### src/rtl/uop_queue_pkg.sv
// Shared micro-op definitions for the decoded-uop queue: width, field layout
// and the all-zero NOP used to blank unused output lanes.
package uop_queue_pkg;

    localparam int unsigned UOP_W = 20;

    localparam int unsigned ALU_MSB     = 19;
    localparam int unsigned ALU_LSB     = 16;
    localparam int unsigned MASK_BIT    = 15;
    localparam int unsigned LD_BIT      = 14;
    localparam int unsigned WR_BIT      = 13;
    localparam int unsigned FLAGS_BIT   = 12;
    localparam int unsigned DEST_MSB    = 11;
    localparam int unsigned DEST_LSB    = 8;
    localparam int unsigned ALU_MUX_MSB = 7;
    localparam int unsigned ALU_MUX_LSB = 6;
    localparam int unsigned B_MSB       = 5;
    localparam int unsigned B_LSB       = 3;
    localparam int unsigned A_MSB       = 2;
    localparam int unsigned A_LSB       = 0;

    typedef struct packed {
        logic [3:0] alu;
        logic       mask;
        logic       ld;
        logic       wr;
        logic       flags;
        logic [3:0] dest;
        logic [1:0] alu_mux;
        logic [2:0] b;
        logic [2:0] a;
    } uop_t;

    localparam logic [UOP_W-1:0] UOP_NOP = '0;

endpackage

### src/rtl/uop_queue_if.sv
// Decoder-to-backend bundle for uop_queue; master drives the group and the
// take count, slave is the queue itself.
interface uop_queue_if #(
    parameter int unsigned UOP_W     = uop_queue_pkg::UOP_W,
    parameter int unsigned IN_LANES  = 3,
    parameter int unsigned OUT_LANES = 2,
    parameter int unsigned DEPTH     = 8
);
    import uop_queue_pkg::*;

    localparam int unsigned IN_CNT_W  = $clog2(IN_LANES + 1);
    localparam int unsigned OUT_CNT_W = $clog2(OUT_LANES + 1);
    localparam int unsigned OCC_W     = $clog2(DEPTH + 1);

    logic                       flush;
    logic                       in_valid;
    logic [IN_CNT_W-1:0]        in_count;
    logic [IN_LANES*UOP_W-1:0]  in_uops;
    logic                       in_ready;
    logic [OUT_LANES*UOP_W-1:0] out_uops;
    logic [OUT_CNT_W-1:0]       out_count;
    logic [OUT_CNT_W-1:0]       out_take;
    logic [OCC_W-1:0]           occupancy;
    logic                       err;

    modport master (
        output flush, in_valid, in_count, in_uops, out_take,
        input  in_ready, out_uops, out_count, occupancy, err
    );

    modport slave (
        input  flush, in_valid, in_count, in_uops, out_take,
        output in_ready, out_uops, out_count, occupancy, err
    );

endinterface

### src/rtl/uop_ring.sv
// Uop storage: multi-write, multi-read register array with no reset.
module uop_ring #(
    parameter int unsigned UOP_W    = 20,
    parameter int unsigned DEPTH    = 8,
    parameter int unsigned WR_PORTS = 3,
    parameter int unsigned RD_PORTS = 2,
    localparam int unsigned PTR_W   = $clog2(DEPTH)
) (
    input  logic                      clk_i,
    input  logic [WR_PORTS-1:0]       we_i,
    input  logic [WR_PORTS*PTR_W-1:0] waddr_i,
    input  logic [WR_PORTS*UOP_W-1:0] wdata_i,
    input  logic [RD_PORTS*PTR_W-1:0] raddr_i,
    output logic [RD_PORTS*UOP_W-1:0] rdata_o
);

    logic [UOP_W-1:0] mem_q [DEPTH];

    // Write addresses within one group are always distinct.
    always_ff @(posedge clk_i) begin
        for (int k = 0; k < int'(WR_PORTS); k++) begin
            if (we_i[k]) begin
                mem_q[waddr_i[k*PTR_W +: PTR_W]] <= wdata_i[k*UOP_W +: UOP_W];
            end
        end
    end

    always_comb begin
        rdata_o = '0;
        for (int k = 0; k < int'(RD_PORTS); k++) begin
            rdata_o[k*UOP_W +: UOP_W] = mem_q[raddr_i[k*PTR_W +: PTR_W]];
        end
    end

endmodule

### src/rtl/uop_queue.sv
// Decoded-uop queue: multi-lane push from the decoder, multi-lane present/retire
// to the backend, with flush, sticky protocol-error flag and registered outputs.
module uop_queue #(
    parameter int unsigned UOP_W     = uop_queue_pkg::UOP_W,
    parameter int unsigned IN_LANES  = 3,
    parameter int unsigned OUT_LANES = 2,
    parameter int unsigned DEPTH     = 8
) (
    input  logic         clk,
    input  logic         a_rst,
    uop_queue_if.slave   bus
);
    import uop_queue_pkg::*;

    localparam int unsigned PTR_W     = $clog2(DEPTH);
    localparam int unsigned OCC_W     = $clog2(DEPTH + 1);
    localparam int unsigned IN_CNT_W  = $clog2(IN_LANES + 1);
    localparam int unsigned OUT_CNT_W = $clog2(OUT_LANES + 1);

    localparam logic [OCC_W-1:0] DEPTH_O     = OCC_W'(DEPTH);
    localparam logic [OCC_W-1:0] IN_LANES_O  = OCC_W'(IN_LANES);
    localparam logic [OCC_W-1:0] OUT_LANES_O = OCC_W'(OUT_LANES);

    logic [PTR_W-1:0]           head_q, head_d, tail_q, tail_d;
    logic [OCC_W-1:0]           occ_q, occ_d;
    logic                       err_q, err_d;
    logic                       in_ready, over_in, over_out;
    logic [IN_CNT_W-1:0]        push_sat, push_n;
    logic [OUT_CNT_W-1:0]       out_cnt, pop_n;
    logic [IN_LANES-1:0]        we;
    logic [IN_LANES*PTR_W-1:0]  waddr;
    logic [OUT_LANES*PTR_W-1:0] raddr;
    logic [OUT_LANES*UOP_W-1:0] rdata;

    always_comb begin
        // Space check uses registered occupancy only; same-cycle pops are not credited.
        in_ready = (DEPTH_O - occ_q) >= IN_LANES_O;
        out_cnt  = (occ_q >= OUT_LANES_O) ? OUT_CNT_W'(OUT_LANES) : OUT_CNT_W'(occ_q);

        over_in  = bus.in_valid && ({1'b0, bus.in_count} > (IN_CNT_W + 1)'(IN_LANES));
        push_sat = over_in ? IN_CNT_W'(IN_LANES) : bus.in_count;
        push_n   = (bus.in_valid && in_ready && !bus.flush) ? push_sat : '0;

        over_out = bus.out_take > out_cnt;
        pop_n    = over_out ? out_cnt : bus.out_take;

        head_d = head_q;
        tail_d = tail_q;
        occ_d  = occ_q;
        err_d  = err_q;
        if (bus.flush) begin
            head_d = '0;
            tail_d = '0;
            occ_d  = '0;
        end else begin
            head_d = head_q + PTR_W'(pop_n);
            tail_d = tail_q + PTR_W'(push_n);
            occ_d  = occ_q + OCC_W'(push_n) - OCC_W'(pop_n);
            err_d  = err_q | over_in | over_out;
        end
    end

    always_comb begin
        we    = '0;
        waddr = '0;
        for (int k = 0; k < int'(IN_LANES); k++) begin
            we[k]                   = IN_CNT_W'(k) < push_n;
            waddr[k*PTR_W +: PTR_W] = tail_q + PTR_W'(k);
        end
        raddr = '0;
        for (int k = 0; k < int'(OUT_LANES); k++) begin
            raddr[k*PTR_W +: PTR_W] = head_q + PTR_W'(k);
        end
    end

    always_ff @(posedge clk) begin
        if (!a_rst) begin
            head_q <= '0;
            tail_q <= '0;
            occ_q  <= '0;
            err_q  <= 1'b0;
        end else begin
            head_q <= head_d;
            tail_q <= tail_d;
            occ_q  <= occ_d;
            err_q  <= err_d;
        end
    end

    uop_ring #(
        .UOP_W    (UOP_W),
        .DEPTH    (DEPTH),
        .WR_PORTS (IN_LANES),
        .RD_PORTS (OUT_LANES)
    ) u_ring (
        .clk_i   (clk),
        .we_i    (we),
        .waddr_i (waddr),
        .wdata_i (bus.in_uops),
        .raddr_i (raddr),
        .rdata_o (rdata)
    );

    always_comb begin
        bus.in_ready  = in_ready;
        bus.out_count = out_cnt;
        bus.occupancy = occ_q;
        bus.err       = err_q;
        bus.out_uops  = '0;
        for (int k = 0; k < int'(OUT_LANES); k++) begin
            bus.out_uops[k*UOP_W +: UOP_W] =
                (OUT_CNT_W'(k) < out_cnt) ? rdata[k*UOP_W +: UOP_W] : UOP_NOP;
        end
    end

endmodule

### src/flat_wrapper.sv
// flat-port wrapper written by rule: the top's interface ports become plain ports
module uop_queue_flat import uop_queue_pkg::*;
#(
    parameter int unsigned UOP_W     = uop_queue_pkg::UOP_W,
    parameter int unsigned IN_LANES  = 3,
    parameter int unsigned OUT_LANES = 2,
    parameter int unsigned DEPTH     = 8
)
  (clk, a_rst, bus_flush, bus_in_valid, bus_in_count, bus_in_uops, bus_out_take, bus_in_ready, bus_out_uops, bus_out_count, bus_occupancy, bus_err);
  uop_queue_if #(.UOP_W(UOP_W), .IN_LANES(IN_LANES), .OUT_LANES(OUT_LANES), .DEPTH(DEPTH)) bus_i ();
  input  logic clk;
  input  logic a_rst;
  input wire logic [$bits(bus_i.flush)-1:0] bus_flush;
  input wire logic [$bits(bus_i.in_valid)-1:0] bus_in_valid;
  input wire logic [$bits(bus_i.in_count)-1:0] bus_in_count;
  input wire logic [$bits(bus_i.in_uops)-1:0] bus_in_uops;
  input wire logic [$bits(bus_i.out_take)-1:0] bus_out_take;
  output wire logic [$bits(bus_i.in_ready)-1:0] bus_in_ready;
  output wire logic [$bits(bus_i.out_uops)-1:0] bus_out_uops;
  output wire logic [$bits(bus_i.out_count)-1:0] bus_out_count;
  output wire logic [$bits(bus_i.occupancy)-1:0] bus_occupancy;
  output wire logic [$bits(bus_i.err)-1:0] bus_err;
  assign bus_i.flush = bus_flush;
  assign bus_i.in_valid = bus_in_valid;
  assign bus_i.in_count = bus_in_count;
  assign bus_i.in_uops = bus_in_uops;
  assign bus_i.out_take = bus_out_take;
  assign bus_in_ready = bus_i.in_ready;
  assign bus_out_uops = bus_i.out_uops;
  assign bus_out_count = bus_i.out_count;
  assign bus_occupancy = bus_i.occupancy;
  assign bus_err = bus_i.err;
  uop_queue #(.UOP_W(UOP_W), .IN_LANES(IN_LANES), .OUT_LANES(OUT_LANES), .DEPTH(DEPTH)) u_core (.clk(clk), .a_rst(a_rst), .bus(bus_i));
endmodule
### config.mk
export PLATFORM = sky130hd
export DESIGN_NAME = uop_queue_flat
export DESIGN_NICKNAME = d
export VERILOG_FILES = /design/src/rtl/uop_queue_pkg.sv /design/src/rtl/uop_queue_if.sv /design/src/rtl/uop_ring.sv /design/src/rtl/uop_queue.sv /design/src/flat_wrapper.sv
export SDC_FILE = /design/constraint.sdc
export NUM_CORES = 1
export LEC_CHECK = 0
export ABC_AREA = 1
export CAP_MARGIN = 5
export CORE_MARGIN = 2
export CORE_UTILIZATION = 40
export CTS_CLUSTER_DIAMETER = 80
export DETAILED_ROUTE_END_ITERATION = 16
export PLACE_DENSITY_LB_ADDON = 0.08
export SYNTH_ARGS = -nofsm -noshare
export SYNTH_HDL_FRONTEND = slang
export SYNTH_HIERARCHICAL = 1
export SYNTH_SLANG_ARGS = --single-unit
### constraint.sdc
create_clock -name clk -period 5.8 [get_ports clk]
set_input_delay 1.16 -clock clk [delete_from_list [all_inputs] [get_ports clk]]
set_output_delay 1.16 -clock clk [all_outputs]
set_load 0.03 [all_outputs]
## Word-level counts from Yosys, hierarchy flattened

Memory sizes are Yosys's and may differ from the RTL's. A register that Yosys moved wholly into a read port is not among the register bits.
Index checks and enable logic that the tools add are counted.
Widths: inputs -> output; s select.

- Flip-flop bits (word level): 11
- Bits in writable memories: 160
- Input bits: 68
- Output and inout port bits: 48
- Word-level logic and storage cells: 39
- Memories: 1

- $add $sub $neg: 8
- Magnitude comparators: 8
- Muxes and demuxes: 12
- Bitwise operators: 2
- Reduce and logical (&&, ||, !) cells: 4

Memory list:

| name | depth | width | read ports | clocked after Yosys merged registers in | wr ports | line | RTL |
|---|---|---|---|---|---|---|---|
| u_core.u_ring.mem_q | 8 | 20 | 2 | 1 | 3 | uop_ring.sv:17 | `logic [UOP_W-1:0] mem_q [DEPTH];` |

Operators by type and width:

| cell | number |
|---|---|
| $mux 20 | 2 |
| $ge 4x2->1 const B | 2 |
| $lt 1x2->1 const A | 4 |
| $add 3x1->3 const B | 2 |
| $add 3x2->3 | 2 |
| $mux 1 | 6 |
| $mux 2 | 3 |
| $add 4x2->4 | 1 |
| $sub 4x2->4 | 1 |
| $sub 4x4->4 const A | 1 |
| $add 3x2->3 const B | 1 |
| $mux 3 | 1 |
| $gt 2x2->1 | 1 |
| $logic_and 1x1->1 | 2 |
| $lt 2x2->1 const A | 1 |
| $reduce_or 2->1 | 1 |
| $logic_not 1->1 | 1 |
| $not 1->1 | 1 |
| $or 1x1->1 | 1 |

## Logic depth before layout (Yosys ltp)

Gate-level depths: netlist (run 1).

- Depth after elaboration: 8
- Mapped depth: 17
- Gate-level depth less buffers: 16

## Modules after synthesis

Netlist (run 1), hierarchy kept.

By module, submodules not included:

| module | times used | cells an instance | area each (um2) | sequential area each (um2) |
|---|---|---|---|---|
| uop_ring | 1 | 2076 | 12637.1 | 4804.6 |
| uop_queue | 1 | 180 | 1137.3 | 220.2 |

## Worst setup path after synthesis (run 1)

No wires, ideal clock.

- Path type: input port to flip-flop
- From: input bus_in_valid
- To: memory u_core.u_ring.mem_q[4][0] (enable)
- Library setup time: 0.380 ns
- Arrival: 2.747 ns
- Required time: 5.420 ns
- Slack: 2.673 ns
- Cell stages on the path: 10
- Path buffers: 2
- Path through: inv_1 -> nor2_1 -> nand4_2 -> inv_1 -> inv_1 -> nor2_1 -> buf_2 -> nand2_1 -> buf_2 -> nand3_1

RTL lines:

| element | line | RTL |
|---|---|---|
| start, declared | flat_wrapper.sv:14 | `input wire logic [$bits(bus_i.in_valid)-1:0] bus_in_valid;` |
| end, declared | uop_ring.sv:17 |  |

## Worst setup path in the final report (run 1)

- From: register u_core.head_q[1]
- To: output bus_out_uops[21]

- Word-level cells in the longest chain between the ends: 3

RTL lines:

| element | line | RTL |
|---|---|---|
| start, declared | uop_queue.sv:24 | `logic [PTR_W-1:0] head_q, head_d, tail_q, tail_d;` |
| start signal, assigned | uop_queue.sv:78 | `head_q <= '0;` |
| start signal, assigned | uop_queue.sv:83 | `head_q <= head_d;` |
| $add 3x1->3 | uop_queue.sv:72 | `raddr[k*PTR_W +: PTR_W] = head_q + PTR_W'(k);` |
| via u_core.raddr[4] | uop_queue.sv:32 | `logic [OUT_LANES*PTR_W-1:0] raddr;` |
| $mem_v2 8x20 | -- |  |
| via u_core.rdata[21] | uop_queue.sv:33 | `logic [OUT_LANES*UOP_W-1:0] rdata;` |
| $mux 20 | uop_queue.sv:112 | `(OUT_CNT_W'(k) < out_cnt) ? rdata[k*UOP_W +: UOP_W] : UOP_NOP;` |
| end, declared | flat_wrapper.sv:19 | `output wire logic [$bits(bus_i.out_uops)-1:0] bus_out_uops;` |

The timed path passes the listed nets, and every way through them passes these cells.

==> results of run 1 <==
[worst min path at each step]
stage,from,to,slack [ns],depth (start not counted)
6_report,u_core/bus.err$_SDFFE_PN0N_,u_core/bus.err$_SDFFE_PN0N_,0.48,2
4_1_cts,u_core/bus.err$_SDFFE_PN0N_,u_core/bus.err$_SDFFE_PN0N_,0.49,2
3_3_place_gp,u_core/bus.err$_SDFFE_PN0N_,u_core/bus.err$_SDFFE_PN0N_,0.45,2
5_1_grt,u_core/bus.err$_SDFFE_PN0N_,u_core/bus.err$_SDFFE_PN0N_,0.51,2
2_1_floorplan,u_core/head_q[2]$_SDFF_PP0_,u_core/head_q[2]$_SDFF_PP0_,0.55,2
3_5_place_dp,u_core/bus.err$_SDFFE_PN0N_,u_core/bus.err$_SDFFE_PN0N_,0.45,2
[critical path, delay by kind of cell (launching register included)]
family | cells | cell delay (ns)
buffers and inverters | 4 | 1.80
flip-flops | 1 | 0.57
AND/OR/NAND/NOR | 5 | 0.47
adder cells (fa/ha/maj) | 1 | 0.32
[where the power goes]
group | internal (mW) | switching [mW] | total (mW) | leakage, nW
clock network | 0.602 | 0.524 | 1.13 | 0.267
registers | 1.42 | 0.0508 | 1.47 | 1.54
logic | 0.880 | 1.82 | 2.70 | 6.19
[area by class of cell]
type,instances,area share [%]
Tap cell,448,3.57
Sequential cell,171,32.0
Clock buffer,19,2.76
Timing Repair Buffer,154,9.36
Inverter,293,7.01
Clock inverter,13,0.853
Multi-Input combinational cell,1629,44.4
[cells in the mapped netlist (all sizes together)]
library cell | n | share of area, %
a21oi | 2 | 0.073
and2 | 1 | 0.055
buf | 68 | 2.4
clkbuf | 95 | 2.6
dfxtp | 11 | 1.6
edfxtp | 160 | 35
fa | 4 | 0.58
ha | 12 | 1.1
inv | 293 | 8.0
nand2 | 1054 | 29
nand3 | 475 | 17
nand4 | 2 | 0.14
nor2 | 71 | 2.1
o21ai | 1 | 0.036
o21bai | 1 | 0.055
xnor2 | 1 | 0.064
xor2 | 5 | 0.32
[logic make-up after synthesis]
family,Yosys count
compound gates,4
xor+xnor,6
fa+ha+maj,16
buf+inv,456
flops,171
simple gates,1603
[state kept, by name, summed over array words and instances (netlist names)]
signal,count
u_core/bus.err,1
u_core/bus.occupancy,4
u_core/head_q,3
u_core/tail_q,3
u_core/u_ring/mem_q,160
[metal layers]
metal  vias to the layer above  GRT usage [%]
li1                       7014              -
met1                      6704           49.3
met2                       972           40.5
met3                        85           10.3
met4                         2           7.81
met5                         -              0
==> run summary, run 1 <==
The logs give 25.8 mm for the sum of routed wire segments on met1 and 0 for the total setup violations reported at the end of the flow. A synthesized cell averages 6.11 sq um. Leaving out fill and tap cells, the most frequent cell in the layout is sky130_fd_sc_hd__nand2_1. Measured against its own limit, the worst slew margin works out to 33.2%. Summing all non-filler instances in the final layout gives an area of 15700 sq um.

Clock tree root buffer cell: sky130_fd_sc_hd__clkbuf_16. The share of the yosys chip area belonging to registers was 36.5%. The run gives 40.9% as the starting density of the core. After clock tree synthesis, the setup repair step added 0 buffers. The leakage power is 7.99 nW.

Clock-pin slew was measured on the worst setup and hold paths at 0.07 ns. The placement-stage cell area is 15100 sq um. TritonCTS built the clock tree. Class of the most critical hold timing path: flip-flop to flip-flop. Top layer reached by signal wires: met5. For this run, the top clock speed supported by timing is 209 MHz.

The critical path in this run is classified as flip-flop to output port. Multiplexer fraction of the synthesized cell area: 0%. At the worst endpoint, the arrival time is 3.63 ns.

During synthesis, Yosys emitted a total of 6 warnings. The floorplan step defined a die boundary enclosing 35900 sq um. Tracing the worst setup path back leads to its startpoint at u_core/head_q[1]$_SDFF_PP0_. The fraction of layout instances using a drive strength above 1 is 3.86%. Slowest stage cell on the critical path: sky130_fd_sc_hd__clkdlybuf4s50_1. At the pin with the least slew margin, the transition time is 1.00 ns. Summed over all layers, the global routing overflow is 0. The worst register-to-register path has a setup slack of 2.17 ns.

Of all nets on the critical path, the largest fanout is 21. Gates resized during post-CTS repair numbered 0. 116 I/O pins were placed. The clock tree synthesis step divided the H-tree into 4 levels.

The post-synthesis cell type count is 26, and the count of input and output buffers is 115. The count of max-cap constraint violations was 0; the placed cell count was 2695. The run gives 2727 as the number of standard cells in the layout, taps in and fillers out.

Synthesized-area fraction occupied by ao, oa, aoi and oai cells: 0.164%. Timing analysis after detailed placement gives a worst setup slack of 1.19 ns. STA classifies the critical path endpoint as an output port. The die boundary height is 190 um, and the final worst setup slack is 1.01 ns. For the detailed-route DRC error count, the log shows 0. Required arrival time at the worst endpoint: 4.64 ns. Sum of negative setup slack: 0 ns. 0 antenna diodes ended up in the layout. The worst setup path is launched from a flip-flop. The maximum single-stage delay on the critical path came out at 0.69 ns.

The multi-input combinational cells in the finished layout cover a total of 6970 sq um. The clock sink count was 171; the worst clock skew on the final layout was 0.0189 ns. The width of the die works out to 190 um. In this run the cell area of the synthesized design comes to 13800 sq um. The overall power after layout is 5.30 mW, and the storage element area is 5030 sq um. For the number of routed nets with antenna violations, the log shows 0.

Number of antenna violations at the first check in global routing: 1. In this run, post-CTS hold repair placed 0 buffers. Largest net degree at the start of global routing: 81. Main combinational cell family by area after synthesis: simple AND/OR/NAND/NOR gates. The core footprint is 33700 sq um, and the detailed-route via count is 14.8k. In this run the power density over the cells is 337 nW/um^2. The count of final max-slew check failures is 0.

The number of cells on the worst reg-to-reg path is 8. In this run the core area contains 67 standard-cell rows. The maximum vdd drop came out at 0.000294 V. Following the worst setup path forward leads to its endpoint at bus_out_uops[21]. After detailed routing, the number of vias per cell comes to 5.42. Detailed placement finished with a half-perimeter wire length of 38.6 mm. The overall fraction of global-route tracks in use is 31.5%. The startpoint identified for the worst register-to-register timing path is u_core/bus.occupancy[0]$_SDFF_PP0_.

The synthesized design contains 171 register bits. For this run, the share of the core covered by cells in the final layout is 46.6%. The global-route wire length before repair is 85.2 mm. The growth of design area from synthesis to finish is 13.9%, and the time the final worst path needs with I/O delays and setup is 4.79 ns. The synthesized netlist net count came out at 2340. The xor-xnor portion of the synthesized cell area came out at 0.382%. Terminus of the critical flop-to-flop path: u_core/u_ring/mem_q[6][15]$_DFFE_PP_. The basic-gate share of the synthesized area counting and, or, nand and nor cells is 48.3%, and the met3 layer wire length in the routed design is 7.89 mm.

In the detailed route, the total length drawn on met2 is 21.6 mm. In the layout the commonest cells are sky130_fd_sc_hd__nand2_1, sky130_fd_sc_hd__nand3_1, sky130_fd_sc_hd__inv_1. After layout, the worst path uses 82.6% of the clock period.

Clock tree synthesis inserted a total of 17 buffers. The hold violation total from the final report is 0, and the adder-cell area share of the yosys netlist is 1.67%. Synthesis produced a netlist whose cell count is 2256. Worst slack on hold paths: 0.483 ns. The count of fill cells added during filler insertion was 3557. Setup repair after global routing left no endpoint under its margin. The final layout contains 2350 nets. The tools report the worst-skew pair later-pin latency as 0.44 ns. After the first detailed-routing iteration, the DRC count stood at 2219. Before antenna repair, the detailed router went through 5 iterations.

The flow ran to the end, and the final reports show no timing, DRC or antenna violations. The congestion estimate from routability-driven global placement came to 0.917. The signal on the critical path passes through ha_1 -> inv_1 -> buf_4 -> nand3_1 -> nand2_1 -> nand2_1 -> nand2_1 -> inv_1 -> nor2_1 -> clkdlybuf4s50_1. The mean routed wirelength per cell is 20.6 um.

The wire length after detailed routing came out at 56.2 mm. The via count of the first global-routing pass was 13.2k. By instance count, the cell type seen most on the critical path is sky130_fd_sc_hd__nand2_1.

The longest clock path from root to sink contains 2 buffers.
(Power assumes the default switching activity.)
==> inputs of run 2 (changes only) <==
- clock period: 5.8 -> 4.1 ns (I/O delays scaled with it)
==> run 2 against run 1 <==
Net effect: sequential share of layout area fell by 0.36 points; die area did not move; global-route usage rose by 0.87 points; largest cell class unchanged; largest power group unchanged.
==> run summary, run 2 (synthesis results as in run 1) <==
The flow ran to the end, and the final reports show no timing, DRC or antenna violations. The leading cell type in the layout, fill and taps excluded was sky130_fd_sc_hd__nand2_1. The net switching share of the total power was 44.4%. In this run the power density over the cells is 483 nW/um^2. Dividing the detail-routed wire length by the instance count gives 21.0 um. The number of clock buffers added by TritonCTS is 17. Port buffering added 115 buffers. Remaining max-slew budget at the tightest pin: 32.8%.

In this run the critical register-to-register path is launched from u_core/bus.occupancy[2]$_SDFF_PP0_. The number of hold buffers added after cts was 0. In this run the worst hold path is classified as flip-flop to flip-flop.

The type of origin of the critical path is a flip-flop. The top-level port count came out at 116. The detail route stage leaves a number of antenna-violating nets equal to 0. The required arrival time at the worst endpoint was 3.28 ns. In the final layout, flip-flops and latches occupy 5030 sq um. After legalization and detailed placement, the total HPWL measured 39.4 mm.

The clock-pin slew on the worst setup and hold paths was 0.07 ns. Counting cells, the worst reg-to-reg path comes to 16. For hold timing, the worst endpoint is u_core/bus.err$_SDFFE_PN0N_. The run gives 2717 as the placed cell count. The hold violation total from the final report was 0. Across the run, the number of max-cap violations was 0. The floorplan step defined a die boundary enclosing 35900 sq um. For the final database, setup skew stands at 0.0124 ns. Maximum single-stage delay on the critical path: 0.77 ns. The library cells used most frequently in the layout, excluding fill and tap cells, are sky130_fd_sc_hd__nand2_1, sky130_fd_sc_hd__nand3_1, sky130_fd_sc_hd__inv_1.

For the power share of the sequential group, the log shows 27.2%. The tools report the weighted congestion at the end of routability-driven global placement as 0.927. The logs give 0 for the remaining global-route overflow and 33700 sq um for the core footprint.

CTS placed an instance of sky130_fd_sc_hd__clkbuf_16 at the clock tree root. The overall fraction of global-route tracks in use came out at 32.3%. The run gives 8.18 nW as the leakage power. The number of standard cells in the layout, taps in and fillers out is 2748. In this run the most critical hold path is launched from u_core/bus.err$_SDFFE_PN0N_. The flip-flop count of the largest register, all copies and words added is 160, and the via count of the first global-routing pass is 13.4k. By instance count, the cell type seen most on the critical path is sky130_fd_sc_hd__nand2_1. The sum of negative setup slack was 0 ns.

The worst hold path was traced through 2 stages. Combinational logic is responsible for 50.1% of the overall power. Entering global routing, the biggest net connects 81 pins. The layout has 3556 filler cells. The first global-routing pass estimated 86.6 mm of wire. The worst path in the final design needs a cycle of 3.74 ns, including I/O delays and setup. The violation count after the first detailed-route iteration was 2384. The first detailed-routing pass took 6 iterations. Slowest stage cell on the critical path: sky130_fd_sc_hd__buf_4. At the end of the flow, the number of nets in the layout was 2372. Setup repair after global routing left no endpoint under its margin.

The maximum vdd drop came out at 0.000340 V. The critical-path maximum fanout was 80. The multi-input combinational cells in the finished layout cover a total of 6970 sq um. The clock passes through at most 2 buffers. The via density per instance was 5.44; the total setup violations reported at the end of the flow was 0.

The initial utilization of the core area, before any placement, comes to 40.9%. Gates resized during post-CTS repair numbered 0. The slew at the pin with the worst max-slew slack is 1.01 ns.

The relative contribution of the clock network to total power is 22.7%. For the worst-skew pair later-pin latency, the log shows 0.45 ns. The detailed-route DRC error count was 0. The critical path goes through buf_4 -> nand2_1 -> nand3_1 -> nand2_1 -> nand2_1 -> nand2_1 -> inv_1 -> nor2_1 -> clkdlybuf4s50_1. TritonCTS built the clock tree. The endpoint identified for the worst register-to-register timing path is u_core/bus.occupancy[2]$_SDFF_PP0_.

Detailed routing inserted a total of 14.9k vias. The H-tree generated during clock tree synthesis spans 4 levels. Timing would allow up to 268 MHz. The worst setup path is captured at an output port. The logs give 171 for the clock sink count and 0 for the count of final max-slew check failures. The number of cell rows was 67.

The die is 190 um tall. The die is 190 um wide. The tools report the switching component of the power as 3.41 mW. Of the cells placed in the final design, the portion with a size suffix greater than 1 is 5.74%. Growth of design area from synthesis to finish: 15.2%. Across all register-to-register paths, the minimum setup slack is 1.05 ns. The number of antenna violations at the first check in global routing was 0.

The logs give 4.26 mW for the cell internal power dissipation and 0 for the number of diodes. For the worst setup path, the data arrival time is 2.92 ns. The final critical path takes up 91.2% of the cycle. Wires add up to 57.7 mm.

Buffers added to address setup during post-CTS repair amount to 0. The worst setup path category was flip-flop to output port.
-- run 2: cell types whose count changed in the layout (fill, tap and decap cells not counted) --
cell	change
sky130_fd_sc_hd__inv_8	-1
sky130_fd_sc_hd__clkinv_1	+3
sky130_fd_sc_hd__buf_4	+44
sky130_fd_sc_hd__clkinvlp_4	-2
sky130_fd_sc_hd__clkbuf_1	-1
sky130_fd_sc_hd__buf_12	+3
sky130_fd_sc_hd__clkdlybuf4s50_1	-25
sky130_fd_sc_hd__clkinv_4	-2
sky130_fd_sc_hd__clkinv_2	+2
sky130_fd_sc_hd__inv_6	-3
sky130_fd_sc_hd__bufinv_16	+3
-- run 2: critical path: cells and delay by family, from the launching register on --
family,cells,cell delay [ns]
buffers and inverters,3,1.45
flip-flops,1,0.46
AND/OR/NAND/NOR,6,0.54
-- run 2: per-stage QoR --
stage | worst slack, ns | area, sq um | utilization, % | hold slack (ns) | total power [mW]
after detailed placement | 0.650 | 15300 | 45.3 | 0.447 | 5.92
after global placement | 0.687 | 15300 | 45.3 | 0.465 | 5.91
after global routing | 0.222 | 15900 | 47.1 | 0.486 | 8.12
final | 0.362 | 15900 | 47.1 | 0.465 | 7.67
after CTS | 0.413 | 15900 | 47.1 | 0.469 | 7.65
after floorplan | 1.00 | 13800 | - | 0.553 | 4.62
-- run 2: cell type report --
type,count,area share (%)
Clock buffer,18,2.70
Multi-Input combinational cell,1629,43.9
Timing Repair Buffer,176,10.1
Clock inverter,13,1.10
Sequential cell,171,31.7
Tap cell,448,3.53
Inverter,293,6.93
-- run 2: metal layers --
layer  routed length, um  global-route usage [%]  vias up
li1                    -                       -     7064
met1               25800                    50.0     6757
met2               22600                    43.0     1041
met3                8100                    9.78       83
met4                1170                    7.99        2
met5                  76                    1.65        -
-- run 2: worst max-delay path by stage --
stage / start / endpoint / cells after the start
final: u_core/head_q[0]$_SDFF_PP0_ / bus_out_uops[19] / 9
after global routing: u_core/head_q[0]$_SDFF_PP0_ / bus_out_uops[19] / 9
after CTS: u_core/head_q[0]$_SDFF_PP0_ / bus_out_uops[19] / 9
after detailed placement: bus_in_valid / u_core/u_ring/mem_q[3][6]$_DFFE_PP_ / 13
after global placement: bus_in_valid / u_core/u_ring/mem_q[3][6]$_DFFE_PP_ / 13
after floorplan: u_core/bus.occupancy[2]$_SDFF_PP0_ / u_core/bus.occupancy[2]$_SDFF_PP0_ / 16
-- run 2: power groups by stage --
stage	sequential, mW	clock, mW	combinational, mW
after floorplan	2.12	0	2.51
after global placement	2.12	0	3.79
after detailed placement	2.12	0	3.80
after CTS	2.08	1.75	3.82
after global routing	2.09	1.82	4.20
final	2.09	1.74	3.84
==> inputs of run 3 (changes only) <==
- ABC_AREA: 1 -> not set
- SKIP_CTS_REPAIR_TIMING: not set -> 1
- SYNTH_HIERARCHICAL: 1 -> not set
==> run 3 against run 2 <==
Net effect: cell count decreased by 35%; combinational power shrank 22%; synthesized cell count decreased by 41%; critical path depth decreased by 3; core utilization increased by 0.21 points; sequential power hardly changed; critical endpoint is now bus_out_uops[21].
==> run summary, run 3 <==
The run finished with clean final reports. The tools report the beginning of the worst register-to-register path as u_core.bus.occupancy[2]$_SDFF_PP0_. Pin placement for this block handled 116 I/O pins. The remaining max-slew budget at the tightest pin was 23.9%; the number of antenna violations at the first check in global routing was 1. The count of input and output buffers works out to 115. The tools report the total setup violations reported at the end of the flow as 0. Sorting the synthesized cells by how often they occur yields sky130_fd_sc_hd__nand2_1, sky130_fd_sc_hd__nor2_1, sky130_fd_sc_hd__a31oi_1, sky130_fd_sc_hd__edfxtp_1, sky130_fd_sc_hd__o21ai_0. The top cell types in the final layout, fill and taps aside, are sky130_fd_sc_hd__nand2_1, sky130_fd_sc_hd__nor2_1, sky130_fd_sc_hd__a31oi_1, sky130_fd_sc_hd__edfxtp_1, sky130_fd_sc_hd__o21ai_0. The number of clock buffers added by TritonCTS is 17. The final layout contains 1448 nets. The first detailed-routing pass took 8 iterations. In the routed layout, each cell is associated on average with a via count of 6.46. Dividing total power by cell area gives a power density of 463 nW/um^2. After synthesis the netlist holds a flip-flop and latch count of 171. The number of nets in the synthesized netlist is 1409. For the detailed-route DRC error count, the log shows 0.

Dividing the final minimum period by the clock period gives 94.0%. The global routing met3 resource utilization is 4.78%. The growth of design area from synthesis to finish is 16.1%, and the starting density of the core is 40.8%. The logs give 12500 sq um for the synthesized cell area and 0 for the hold violation total from the final report. The first global-routing pass estimated 72.4 mm of wire.

The routed layout has 11.5k vias. The tools report the via count of the first global-routing pass as 11.0k. The tools report the share of the yosys chip area belonging to registers as 40.2%. Leaving out fill and tap cells, the most frequent cell in the layout is sky130_fd_sc_hd__nand2_1. For this run, the number of standard cells in the final layout without fillers is 1773. The number of diodes is 0. The tightest min-delay check is of the flip-flop to flip-flop type. Weighted congestion at the end of routability-driven global placement: 0.838. The tool flagged a number of max-cap violations equal to 0. In this run, flip-flops and latches consume 30.6% of the power.

The floorplan has 64 rows. Global routing used 46.8% of the available met2 tracks. Summed over its instances, the top area cell type makes up 38.4% of the synthesized netlist area. sky130_fd_sc_hd__nand2_1 is the most common cell in the netlist. The fraction of synthesis flops using an asynchronous set or reset pin is 0%, and the data arrival at the endpoint of the critical path is 3.03 ns. The tools report the launch point of the critical path as u_core.head_q[0]$_SDFF_PP0_. The slew at the pin with the worst max-slew slack is 1.14 ns. Following the worst setup path forward leads to its endpoint at bus_out_uops[21].

The synthesized design contains 160 enable-type register cells. For this design the static power due to leakage is 4.61 nW. The average cell area after synthesis came out at 9.44 sq um.

Global routing used 30.1% of the available tracks. For the die footprint, the log shows 32700 sq um. Once detail routing completed, the nets flagged for antenna violations numbered 0. The most used flip-flop cell after synthesis is sky130_fd_sc_hd__edfxtp_1. The root buffer cell chosen for the clock tree is sky130_fd_sc_hd__clkbuf_16. After global routing the overflow that remains totals 0. The worst setup path is captured at an output port. The logs give 49.8 mm for the wire length after detailed routing and 1417 for the violation count after the first detailed-route iteration. The clock sink count is 171, and the critical-path maximum fanout is 18.

After detailed routing, the average wire length per cell comes to 28.1 um. TritonCTS built the clock tree. The smallest clock period supported by the final layout is computed as 3.85 ns. The run gives 260 MHz as the upper clock frequency limit. The flip-flop count of the largest register, all copies and words added works out to 160. The largest total area in the synthesized netlist belongs to sky130_fd_sc_hd__edfxtp_1. Setup repair after global routing left no endpoint under its margin. The number of warning messages in the yosys log is 0, and the post-synthesis cell type count is 52. The die is 181 um tall.

The tools report the clock tree buffer depth as 2. The setup check on the worst reg-to-reg path leaves a slack of 0.82 ns. The proportion of power drawn by combinational gates is 44.5%. Net switching share of the total power: 38.8%. Summed over all nets, the switching power comes to 2.61 mW.

The length in cells of the worst reg-to-reg path was 16. The worst setup path is launched from a flip-flop. Clock skew on the completed layout was measured at 0.0110 ns.

Clock-pin slew was measured on the worst setup and hold paths at 0.07 ns. The tools report the maximum vdd drop as 0.000369 V. The run gives 0 as the count of final max-slew check failures. In the post-synthesis netlist, the biggest area contributors are sky130_fd_sc_hd__edfxtp_1, sky130_fd_sc_hd__mux4_2, sky130_fd_sc_hd__a31oi_1.

After global routing, the most crowded layer is met2. For the core footprint, the log shows 30700 sq um. The clock network accounts for 24.9% of the total power. The worst setup path is of the flip-flop to output port kind. For the half-perimeter wire length of the detailed placement result, the log shows 30.1 mm. Synthesis produced a netlist whose cell count is 1325.

The worst-skew pair later-pin latency was 0.43 ns; the fraction of layout instances using a drive strength above 1 was 16.0%. In this run the critical register-to-register path is captured at u_core.bus.occupancy[2]$_SDFF_PP0_. The tools report the sum of negative setup slack as 0 ns.

The count of H-tree levels built during CTS was 4; the width of the die was 181 um. At the worst endpoint, the required time is 3.28 ns. Cell internal power was estimated by the tool at 4.12 mW. For this run, global-route usage on met1 was measured as 41.6%.

Entering global routing, the biggest net connects 43 pins. Placed cell count: 1741.
## run 3: changes by cell type after synthesis, moves of 40 or more
cell / previous run / this run
sky130_fd_sc_hd__nand3_1: 475 / 0
sky130_fd_sc_hd__mux4_2: 0 / 80
sky130_fd_sc_hd__clkbuf_1: 94 / 52
sky130_fd_sc_hd__a31oi_1: 0 / 160
sky130_fd_sc_hd__nand2_1: 1052 / 224
sky130_fd_sc_hd__nor3_1: 0 / 40
sky130_fd_sc_hd__o21ai_0: 1 / 151
sky130_fd_sc_hd__nor2_1: 65 / 191
sky130_fd_sc_hd__inv_1: 288 / 16
## run 3: cell families after synthesis
group           after synthesis  share of synthesized area (%)
mux                         101                           16.1
buf+inv                     166                           6.85
compound gates              360                           16.4
fa+ha+maj                    16                           1.84
flops                       171                           40.2
xor+xnor                      8                          0.560
simple gates                503                           18.1
## run 3: power by group through the flow
stage	combinational [mW]	sequential (mW)	clock, mW
2_1_floorplan	1.89	2.08	0
3_3_place_gp	2.98	2.10	0
6_report	2.99	2.06	1.67
4_1_cts	2.99	2.06	1.68
3_5_place_dp	2.98	2.10	0
5_1_grt	3.18	2.07	1.75
## run 3: worst min-delay path by stage
| stage | from | to | slack, ns | depth (start not counted) |
|---|---|---|---|---|
| after global routing | u_core.bus.err$_SDFFE_PN0N_ | u_core.bus.err$_SDFFE_PN0N_ | 0.52 | 1 |
| after global placement | u_core.bus.err$_SDFFE_PN0N_ | u_core.bus.err$_SDFFE_PN0N_ | 0.46 | 1 |
| after detailed placement | u_core.bus.err$_SDFFE_PN0N_ | u_core.bus.err$_SDFFE_PN0N_ | 0.46 | 1 |
| final | u_core.bus.err$_SDFFE_PN0N_ | u_core.bus.err$_SDFFE_PN0N_ | 0.48 | 1 |
| after floorplan | u_core.head_q[0]$_SDFF_PP0_ | u_core.head_q[0]$_SDFF_PP0_ | 0.57 | 2 |
| after CTS | u_core.bus.err$_SDFFE_PN0N_ | u_core.bus.err$_SDFFE_PN0N_ | 0.49 | 1 |
## run 3: critical path, cell delays in order (launching register included)
cell                              delay [ns]
sky130_fd_sc_hd__dfxtp_4                0.55
sky130_fd_sc_hd__ha_2                   0.36
sky130_fd_sc_hd__buf_4                  0.24
sky130_fd_sc_hd__mux4_2                 0.36
sky130_fd_sc_hd__nand2_1                0.05
sky130_fd_sc_hd__a21oi_1                0.28
sky130_fd_sc_hd__clkdlybuf4s50_1        0.74
## run 3: layout make-up
class / instances / area (sq um)
well taps: 396 / 495
inverters: 16 / 60.1
multi-input cells: 988 / 6740
clock buffers: 18 / 429
fillers: 2873 / 16200
flip-flops and latches: 171 / 5030
clock inverters: 14 / 161
repair buffers: 170 / 1600
## run 3: routing by layer
metal / up-vias / share of wire (%)
met2: 746 / 46
met4: 2 / 3.7
met1: 5586 / 40
met5: - / 0.022
met3: 144 / 9.7
li1: 4978 / -
## run 3: per-stage QoR
stage / hold WS [ns] / utilization (%) / total power, mW / setup slack (ns) / instance area, sq um
floorplan: 0.574 / - / 3.97 / 0.468 / 12500
CTS: 0.488 / 47.3 / 6.73 / 0.208 / 14500
global placement: 0.458 / 45.4 / 5.08 / 0.582 / 13900
finish: 0.475 / 47.3 / 6.72 / 0.248 / 14500
global route: 0.521 / 47.3 / 7.01 / 0.0779 / 14500
detailed placement: 0.461 / 45.4 / 5.08 / 0.471 / 13900
